[src/rtl/pad_lbk_pkg.sv]
// Shared types and constants for the pad loopback self-test engine.
// Optional feature macro: PAD_LBK_WALK_EN (adds the walking-one drive steps).
package pad_lbk_pkg;

    typedef enum logic [1:0] {
        IDLE = 2'd0,
        RUN  = 2'd1,
        DONE = 2'd2
    } state_t;

    // Fixed drive steps come first, then optional walking ones, then PU and PD.
    localparam int STEP_ZERO  = 0;
    localparam int STEP_ONE   = 1;
    localparam int STEP_ODD   = 2;
    localparam int STEP_EVEN  = 3;
    localparam int STEP_WALK0 = 4;

`ifdef PAD_LBK_WALK_EN
    localparam bit WALK_EN = 1'b1;
`else
    localparam bit WALK_EN = 1'b0;
`endif

    // Total number of steps in one run, including the PU and PD steps.
    function automatic int n_steps(input int nb);
        return STEP_WALK0 + (WALK_EN ? nb : 0) + 2;
    endfunction

endpackage

[src/rtl/pad_lbk_pattern.sv]
// Step-index to pad-control pattern decoder (purely combinational).
// Optional feature macro: PAD_LBK_WALK_EN (decodes the walking-one steps).
module pad_lbk_pattern
    import pad_lbk_pkg::*;
#(
    parameter int NUM_BIDIR = 42,
    parameter int STEP_W    = 3
) (
    input  logic [STEP_W-1:0]    i_step,
    output logic [NUM_BIDIR-1:0] o_out,
    output logic [NUM_BIDIR-1:0] o_oe,
    output logic [NUM_BIDIR-1:0] o_pu,
    output logic [NUM_BIDIR-1:0] o_pd,
    output logic [NUM_BIDIR-1:0] o_exp
);

    localparam int N_STEPS = n_steps(NUM_BIDIR);
    localparam logic [STEP_W-1:0] PU_STEP = STEP_W'(N_STEPS - 2);
    localparam logic [STEP_W-1:0] PD_STEP = STEP_W'(N_STEPS - 1);
`ifdef PAD_LBK_WALK_EN
    localparam logic [NUM_BIDIR-1:0] ONE_HOT0 = NUM_BIDIR'(1);
`endif

    logic [NUM_BIDIR-1:0] w_odd;

    // Decode the current step into drive/pull controls and the expected readback.
    always_comb begin
        o_out = '0;
        o_oe  = '0;
        o_pu  = '0;
        o_pd  = '0;
        o_exp = '0;
        for (int i = 0; i < NUM_BIDIR; i++) w_odd[i] = (i % 2) == 1;
        if (i_step == PU_STEP) begin
            o_pu  = '1;
            o_exp = '1;
        end else if (i_step == PD_STEP) begin
            o_pd  = '1;
            o_exp = '0;
        end else if (int'(i_step) < STEP_WALK0) begin
            o_oe = '1;
            case (int'(i_step))
                STEP_ZERO: o_out = '0;
                STEP_ONE:  o_out = '1;
                STEP_ODD:  o_out = w_odd;
                STEP_EVEN: o_out = ~w_odd;
                default:   o_out = '0;
            endcase
            o_exp = o_out;
        end
`ifdef PAD_LBK_WALK_EN
        else begin
            // Walking one: a single driven-high pad exposes shorts to any neighbour.
            o_oe  = '1;
            o_out = ONE_HOT0 << (i_step - STEP_W'(STEP_WALK0));
            o_exp = o_out;
        end
`endif
    end

endmodule

[src/rtl/pad_loopback_tester.sv]
// Pad loopback self-test: drives pad patterns, reads them back, accumulates
// a sticky per-pad fail mask. Optional feature macro: PAD_LBK_WALK_EN.
module pad_loopback_tester
    import pad_lbk_pkg::*;
#(
    parameter int NUM_BIDIR     = 42,
    parameter int SETTLE_CYCLES = 4
) (
    input  logic                 clk_i,
    input  logic                 rst_i,
    input  logic                 start_i,
    input  logic [NUM_BIDIR-1:0] io_in,
    output logic [NUM_BIDIR-1:0] io_out,
    output logic [NUM_BIDIR-1:0] io_oe,
    output logic [NUM_BIDIR-1:0] io_pu,
    output logic [NUM_BIDIR-1:0] io_pd,
    output logic [NUM_BIDIR-1:0] io_ie,
    output logic                 busy_o,
    output logic                 done_o,
    output logic                 pass_o,
    output logic [NUM_BIDIR-1:0] fail_mask_o
);

    localparam int N_STEPS = n_steps(NUM_BIDIR);
    localparam int STEP_W  = (N_STEPS > 1) ? $clog2(N_STEPS) : 1;
    localparam int SET_W   = (SETTLE_CYCLES > 0) ? $clog2(SETTLE_CYCLES + 1) : 1;
    localparam logic [STEP_W-1:0] LAST_STEP   = STEP_W'(N_STEPS - 1);
    localparam logic [SET_W-1:0]  LAST_SETTLE = SET_W'(SETTLE_CYCLES);

    state_t               r_state;
    state_t               w_next;
    logic [STEP_W-1:0]    r_step;
    logic [SET_W-1:0]     r_settle;
    logic [NUM_BIDIR-1:0] r_fail;

    logic [NUM_BIDIR-1:0] w_pat_out;
    logic [NUM_BIDIR-1:0] w_pat_oe;
    logic [NUM_BIDIR-1:0] w_pat_pu;
    logic [NUM_BIDIR-1:0] w_pat_pd;
    logic [NUM_BIDIR-1:0] w_pat_exp;
    logic                 w_sample;
    logic                 w_last;
    logic                 w_accept;

    pad_lbk_pattern #(
        .NUM_BIDIR (NUM_BIDIR),
        .STEP_W    (STEP_W)
    ) u_pattern (
        .i_step (r_step),
        .o_out  (w_pat_out),
        .o_oe   (w_pat_oe),
        .o_pu   (w_pat_pu),
        .o_pd   (w_pat_pd),
        .o_exp  (w_pat_exp)
    );

    // Sample on the final settle cycle of each step; start only counts when idle/done.
    assign w_sample = (r_state == RUN) && (r_settle == LAST_SETTLE);
    assign w_last   = (r_step == LAST_STEP);
    assign w_accept = (r_state != RUN) && start_i;

    // State register.
    always_ff @(posedge clk_i) begin
        if (rst_i) r_state <= IDLE;
        else       r_state <= w_next;
    end

    // Next-state logic: start launches a run, the last PD sample finishes it.
    always_comb begin
        w_next = r_state;
        case (r_state)
            IDLE, DONE: if (start_i) w_next = RUN;
            RUN:        if (w_sample && w_last) w_next = DONE;
            default:    w_next = IDLE;
        endcase
    end

    // Step/settle counters and sticky fail mask; cleared on every accepted start.
    always_ff @(posedge clk_i) begin
        if (rst_i) begin
            r_step   <= '0;
            r_settle <= '0;
            r_fail   <= '0;
        end else if (w_accept) begin
            r_step   <= '0;
            r_settle <= '0;
            r_fail   <= '0;
        end else if (r_state == RUN) begin
            if (w_sample) begin
                r_fail   <= r_fail | (io_in ^ w_pat_exp);
                r_settle <= '0;
                // Hold at the last step so the counter never wraps.
                if (!w_last) r_step <= r_step + STEP_W'(1);
            end else begin
                r_settle <= r_settle + SET_W'(1);
            end
        end
    end

    // Outputs: pattern only while running; pads released and inputs enabled otherwise.
    always_comb begin
        io_out = '0;
        io_oe  = '0;
        io_pu  = '0;
        io_pd  = '0;
        io_ie  = '1;
        if (r_state == RUN) begin
            io_out = w_pat_out;
            io_oe  = w_pat_oe;
            io_pu  = w_pat_pu;
            io_pd  = w_pat_pd;
        end
    end

    assign busy_o      = (r_state == RUN);
    assign done_o      = (r_state == DONE);
    assign pass_o      = (r_state == DONE) && (r_fail == '0);
    assign fail_mask_o = r_fail;

endmodule

[config.mk]
export PLATFORM = sky130hd
export DESIGN_NAME = pad_loopback_tester
export DESIGN_NICKNAME = d
export VERILOG_FILES = /design/src/rtl/pad_lbk_pkg.sv /design/src/rtl/pad_lbk_pattern.sv /design/src/rtl/pad_loopback_tester.sv
export SDC_FILE = /design/constraint.sdc
export NUM_CORES = 1
export LEC_CHECK = 0
export BUFFER_PORTS_ARGS = -buffer_cell sky130_fd_sc_hd__buf_2
export CAP_MARGIN = 20
export CORE_MARGIN = 5
export CORE_UTILIZATION = 30
export DETAILED_ROUTE_END_ITERATION = 6
export PLACE_DENSITY = 0.61
export REMOVE_ABC_BUFFERS = 1
export SYNTH_ARGS = -nofsm -noshare
export SYNTH_HDL_FRONTEND = slang
export SYNTH_HIERARCHICAL = 1
export SYNTH_SLANG_ARGS = --single-unit
[constraint.sdc]
create_clock -name clk_i -period 2.56 [get_ports clk_i]
set_input_delay 0.256 -clock clk_i [delete_from_list [all_inputs] [get_ports clk_i]]
set_output_delay 0.256 -clock clk_i [all_outputs]
set_load 0.005 [all_outputs]
Yosys cells after proc, flatten, opt, wreduce, memory -nomap -nowiden

Cells that the tools add are included.

$add $sub $neg: 2
Order comparisons: 1
Eq/ne operators: 11
Mux-type cells: 19
Bitwise operators: 3
Reductions and logical operators: 11

Operator list:

| cell                                                  | count |
|---|---|
| 2-to-1 mux 42 bit                                     | 14 |
| one-hot mux 42 bit (3 select lines)                   | 1 |
| logical NOT 42 bit                                    | 1 |
| bitwise OR 42 bit                                     | 1 |
| bitwise XOR 42 bit                                    | 1 |
| == test 3 bit, second input constant                  | 3 |
| adder 3 x 1 -> 3 bit, second input constant           | 2 |
| == test 3 x 2 -> 1 bit, second input constant         | 2 |
| logical AND 1 bit                                     | 4 |
| 2-to-1 mux 2 bit                                      | 2 |
| inequality test 2 x 1 -> 1 bit, second input constant | 2 |
| one-hot mux 2 bit (2 select lines)                    | 1 |
| AND reduction 2 bit                                   | 2 |
| OR reduction 2 bit                                    | 2 |
| == test 3 x 1 -> 1 bit, second input constant         | 1 |
| less-than comparator 3 bit, second input constant     | 1 |
| 2-to-1 mux 3 bit                                      | 1 |
| AND reduction 3 bit                                   | 1 |
| == test 2 x 1 -> 1 bit, second input constant         | 1 |
| == test 2 bit, second input constant                  | 1 |
| logical NOT 2 bit                                     | 1 |
| inequality test 2 bit, second input constant          | 1 |
| NOT 1 bit                                             | 1 |

Bits in registers: 50
Input port bits: 45
Word-level logic and storage cells: 51

Logic depth before layout (Yosys ltp)

Depth after elaboration: 7
Depth in mapped cells: 7
Depth with buffers taken out: 5

Modules after synthesis

The synthesis kept the hierarchy.

Modules (own cells, without submodules):

| module              | times used | cells an instance | area an instance (sq um) | sequential area each (sq um) |
|---|---|---|---|---|
| pad_loopback_tester | 1          | 470               | 3614.7                   | 1001.0 |
| pad_lbk_pattern     | 1          | 215               | 1596.5                   | 0.0 |

Worst setup path before layout

Ideal clock, no wire load.

Kind: register to output
Start point: register r_step[2]
End point: output io_pd[10]
Arrival: 2.269 ns
Required time: 2.304 ns
Slack: 0.035 ns
Stages on the path, launching flop included: 5
Cells stage by stage: dfxtp_1 > nand2b_2 > nor2_1 > buf_4 > and2_1

Longest elaborated chain between the ends: 4

Ends and longest elaborated chain:

| what                   | line                       | text |
|---|---|---|
| start, declared        | pad_loopback_tester.sv:32  | `logic [STEP_W-1:0] r_step;` |
| start signal, assigned | pad_loopback_tester.sv:93  | `if (!w_last) r_step <= r_step + STEP_W'(1);` |
| == test 3 bit          | pad_lbk_pattern.sv:37      | `end else if (i_step == PD_STEP) begin` |
| 2-to-1 mux 42 bit      | pad_lbk_pattern.sv:37      |  |
| 2-to-1 mux 42 bit (*)  | pad_lbk_pattern.sv:34      | `if (i_step == PU_STEP) begin` |
| net w_pat_pd[10]       | pad_loopback_tester.sv:39  | `logic [NUM_BIDIR-1:0] w_pat_pd;` |
| 2-to-1 mux 42 bit (*)  | pad_loopback_tester.sv:107 | `if (r_state == RUN) begin` |
| end, declared          | pad_loopback_tester.sv:16  | `output logic [NUM_BIDIR-1:0] io_pd,` |

Mark *: on every way through the listed nets, which the timed path passes. The rest lies on a longest branch.

Final worst setup path

Start point: register r_state[0]
End point: output io_pd[40]

Longest elaborated chain between the ends: 2

Ends and longest elaborated chain:

| what                   | line                       | text |
|---|---|---|
| start, declared        | pad_loopback_tester.sv:30  | `state_t r_state;` |
| start signal, assigned | pad_loopback_tester.sv:65  | `else r_state <= w_next;` |
| == test 2 x 1 -> 1 bit | pad_loopback_tester.sv:107 |  |
| 2-to-1 mux 42 bit      | pad_loopback_tester.sv:107 |  |

No other way between the ends.

==> summary.md <==
| Metric | Value |
|---|---|
| Most common cell in the synthesized netlist | buf_4 |
| Maximum clock frequency | roughly 0.48 GHz |
| DR vias | 3602 |
| RePlAce Congestion | 0.800 |
| FP Rows | 48 |
| Final Skew | 0.00379 ns |
| IO buf count | 257 |
| First-pass GRT wire length | 17.0 mm |
| Worst path arrival time | 1.82 ns |
| Yosys top cell area share | 0.359 |
| DRT iter0 DRCs | 65 |
| Wire per inst | 12.1 um |
| Worst slew margin | 0.475 |
| Max Buffers Root-to-Sink | 2 |
| Syn_area_per_cell | 7.61 um2 |
| Asr flop ratio synth | 0 |
| Post-synth top flop | dfxtp_1 |
| Die Span Y | 142 um |
| CTS Hold Bufs | 0 |
| Startpoint class of the critical path | flip-flop |
| Initial Util | 0.303 |
| Largest net degree at the start of global routing | 174 |
| Initial DRT Pass Iterations | 6 |
| Number of synthesized register bits | 50 |
| WP data required | ~2.3 ns |
| Number of global-route vias before repair | 3088 |
| Synth area leaders | buf_4 (36%), and2_1 (20%), dfxtp_1 (19%), xor2_1 (7.1%), a21oi_1 (4.7%) |
| CTS tree | done |
| Count of different cell masters after synthesis | 34 |
| Diodes inserted | 0 |
| Area grow syn2layout | 0.144% |
| Total power | 1.79 mW |
| Slowest stage delay, CP | 0.40 ns |
| Layout cells sized above 1 | 0.387 |
| Setup Crit Path Kind | reg -> out |
| Final nets | between 700 and 800 |
| Slew Limit Fails | 0 |
| Sequential fraction of the synthesis area | 0.192 |
| Worst path slowest cell | dfxtp_1 |
| Clk slew on worst S/H paths | 0.07 ns |
| Critical-path cell list | nand2b_1, clkinv_2, buf_4, buf_16, and2_1, buf_2 |
| DRC | 0 |
| Worst-Margin Slew | 0.786 ns |
| Final Hold Fails | 0 |
| VDD IR max | 0.305 mV |
| Yosys warning total | 6 |
| Crit end category | output pin |
| CTS sink cnt | 50 |
| Period minus WS final | 2.08 ns |
| DIE AREA | 20100 um2 |
| CTS buffer count | 5 |
| Setup TNS | 0 ns |
| Die Wd | 142 um |
| Top cell type by total area after synthesis | buf_4 |
| Core Area | between 15000 and 20000 um2 |
| Hpwl dp | ~8.6 mm |
| Drt via density | 3.79 |
| Root Buffer | clkbuf_16 |
| RSZ-0062 raised after global routing | false |
| Leak pwr | between 2 and 3 nW |
| Critical-path maximum fanout | 145 |
| WL final | 11.5 mm |
| Tcrit/Tclk final | 0.812 |
| Power density cells | 344 nW/um2 |
| Ports | 300 |
| EDFF count, synth | 0 |
| Post-Syn Instances | 685 |
| Gr ovfl total | 0 |
| Synth top cells by count | buf_4 (249), and2_1 (169), dfxtp_1 (50) |
| Mapped cell area | approximately 5200 um2 |
| Outcome | completed |
| DRT antenna net count | 0 |
| Gr usage total | 0.102 |
| Max_cap viols | 0 |
| Min-Delay Path Class | in -> reg |
| Final setup fails | 0 |
| Clock latency at the later pin of the worst-skew pair | between 0.2 and 0.3 ns |
| H-Tree Depth | 2 |
| Initial antenna violation count | 0 |
per-stage QoR:
step                      area [um2]  worst slack, ns  std cells  utilization  hold WS, ns
final                           5220            0.482        951        0.304        0.148
after global routing            5220            0.286        951        0.304        0.143
after global placement          5020            0.551        942        0.292        0.456
after detailed placement        5020            0.495        942        0.292        0.451
after floorplan                 3360           -0.149        452            -        0.325
after CTS                       5190            0.174        950        0.302        0.139
where the power goes:
group | internal, mW | switching, mW
Combinational | 0.114 | 0.143
Sequential | 0.780 | 0.00300
Clock | 0.462 | 0.291
logic make-up after synthesis:
group,synth area share
other,0.000720
adder cells (fa/ha/maj),0.00960
buffers and inverters,0.389
flip-flops,0.192
AO/OA/AOI/OAI,0.0571
AND/OR/NAND/NOR,0.277
XOR/XNOR,0.0739
final timing paths:
| path | startpoint | end | slack, ns | cells past startpoint |
|---|---|---|---|---|
| hold reg to reg | fail_mask_o[23] | fail_mask_o[23] | 0.49 | 2 |
| setup / recovery | r_state[0] | io_pd[40] | 0.48 | 6 |
| hold / removal | rst_i | r_state[1] | 0.15 | 2 |
| setup reg to reg | r_step[0] | fail_mask_o[2] | 0.60 | 7 |
critical path: cells and delay by family (launching register included):
kind | cells | cell delay [ns]
buf+inv | 4 | 0.75
flops | 1 | 0.40
simple gates | 2 | 0.32
registers in the layout, indices dropped and copies added, names as in the netlist:
signal	flops
r_settle	3
r_state	2
r_step	3
fail_mask_o	42
timing repair:
| action | 4_1_cts | 5_1_grt |
|---|---|---|
| gates resized for setup | 0 | 1 |
| setup endpoints to repair | 0 | 10 |
| buffers inserted | 0 | 0 |
area by class of cell:
class	count	area (um2)
fill	1856	12000
multi-input combinational	396	2360
timing repair buffer	266	1390
sequential	50	1000
tap	225	282
clock buffer	6	129
clock inverter	2	37.5
inverter	6	23.8
placed cells by master, fill, tap and decap left out, drive strengths merged, types with 5 or more instances in the layout:
cell	netlist	final
nand2b	5	5
xor2	42	42
conb	1	42
clkbuf	15	6
dfxtp	50	50
a21oi	49	49
nand2	5	5
and2	169	169
nor2	46	46
inv	6	5
buf	259	266
nor4	10	10
per-layer routing:
| layer | routed length, um | vias to the layer above | track usage |
|---|---|---|---|
| li1 | - | 1920 | - |
| met1 | 4600 | 1494 | 0.123 |
| met2 | 5440 | 180 | 0.176 |
| met3 | 1360 | 8 | 0.0351 |
| met4 | 99 | 0 | 0.0227 |
| met5 | 0 | - | 0 |
Power figures use the tool's default switching activity.
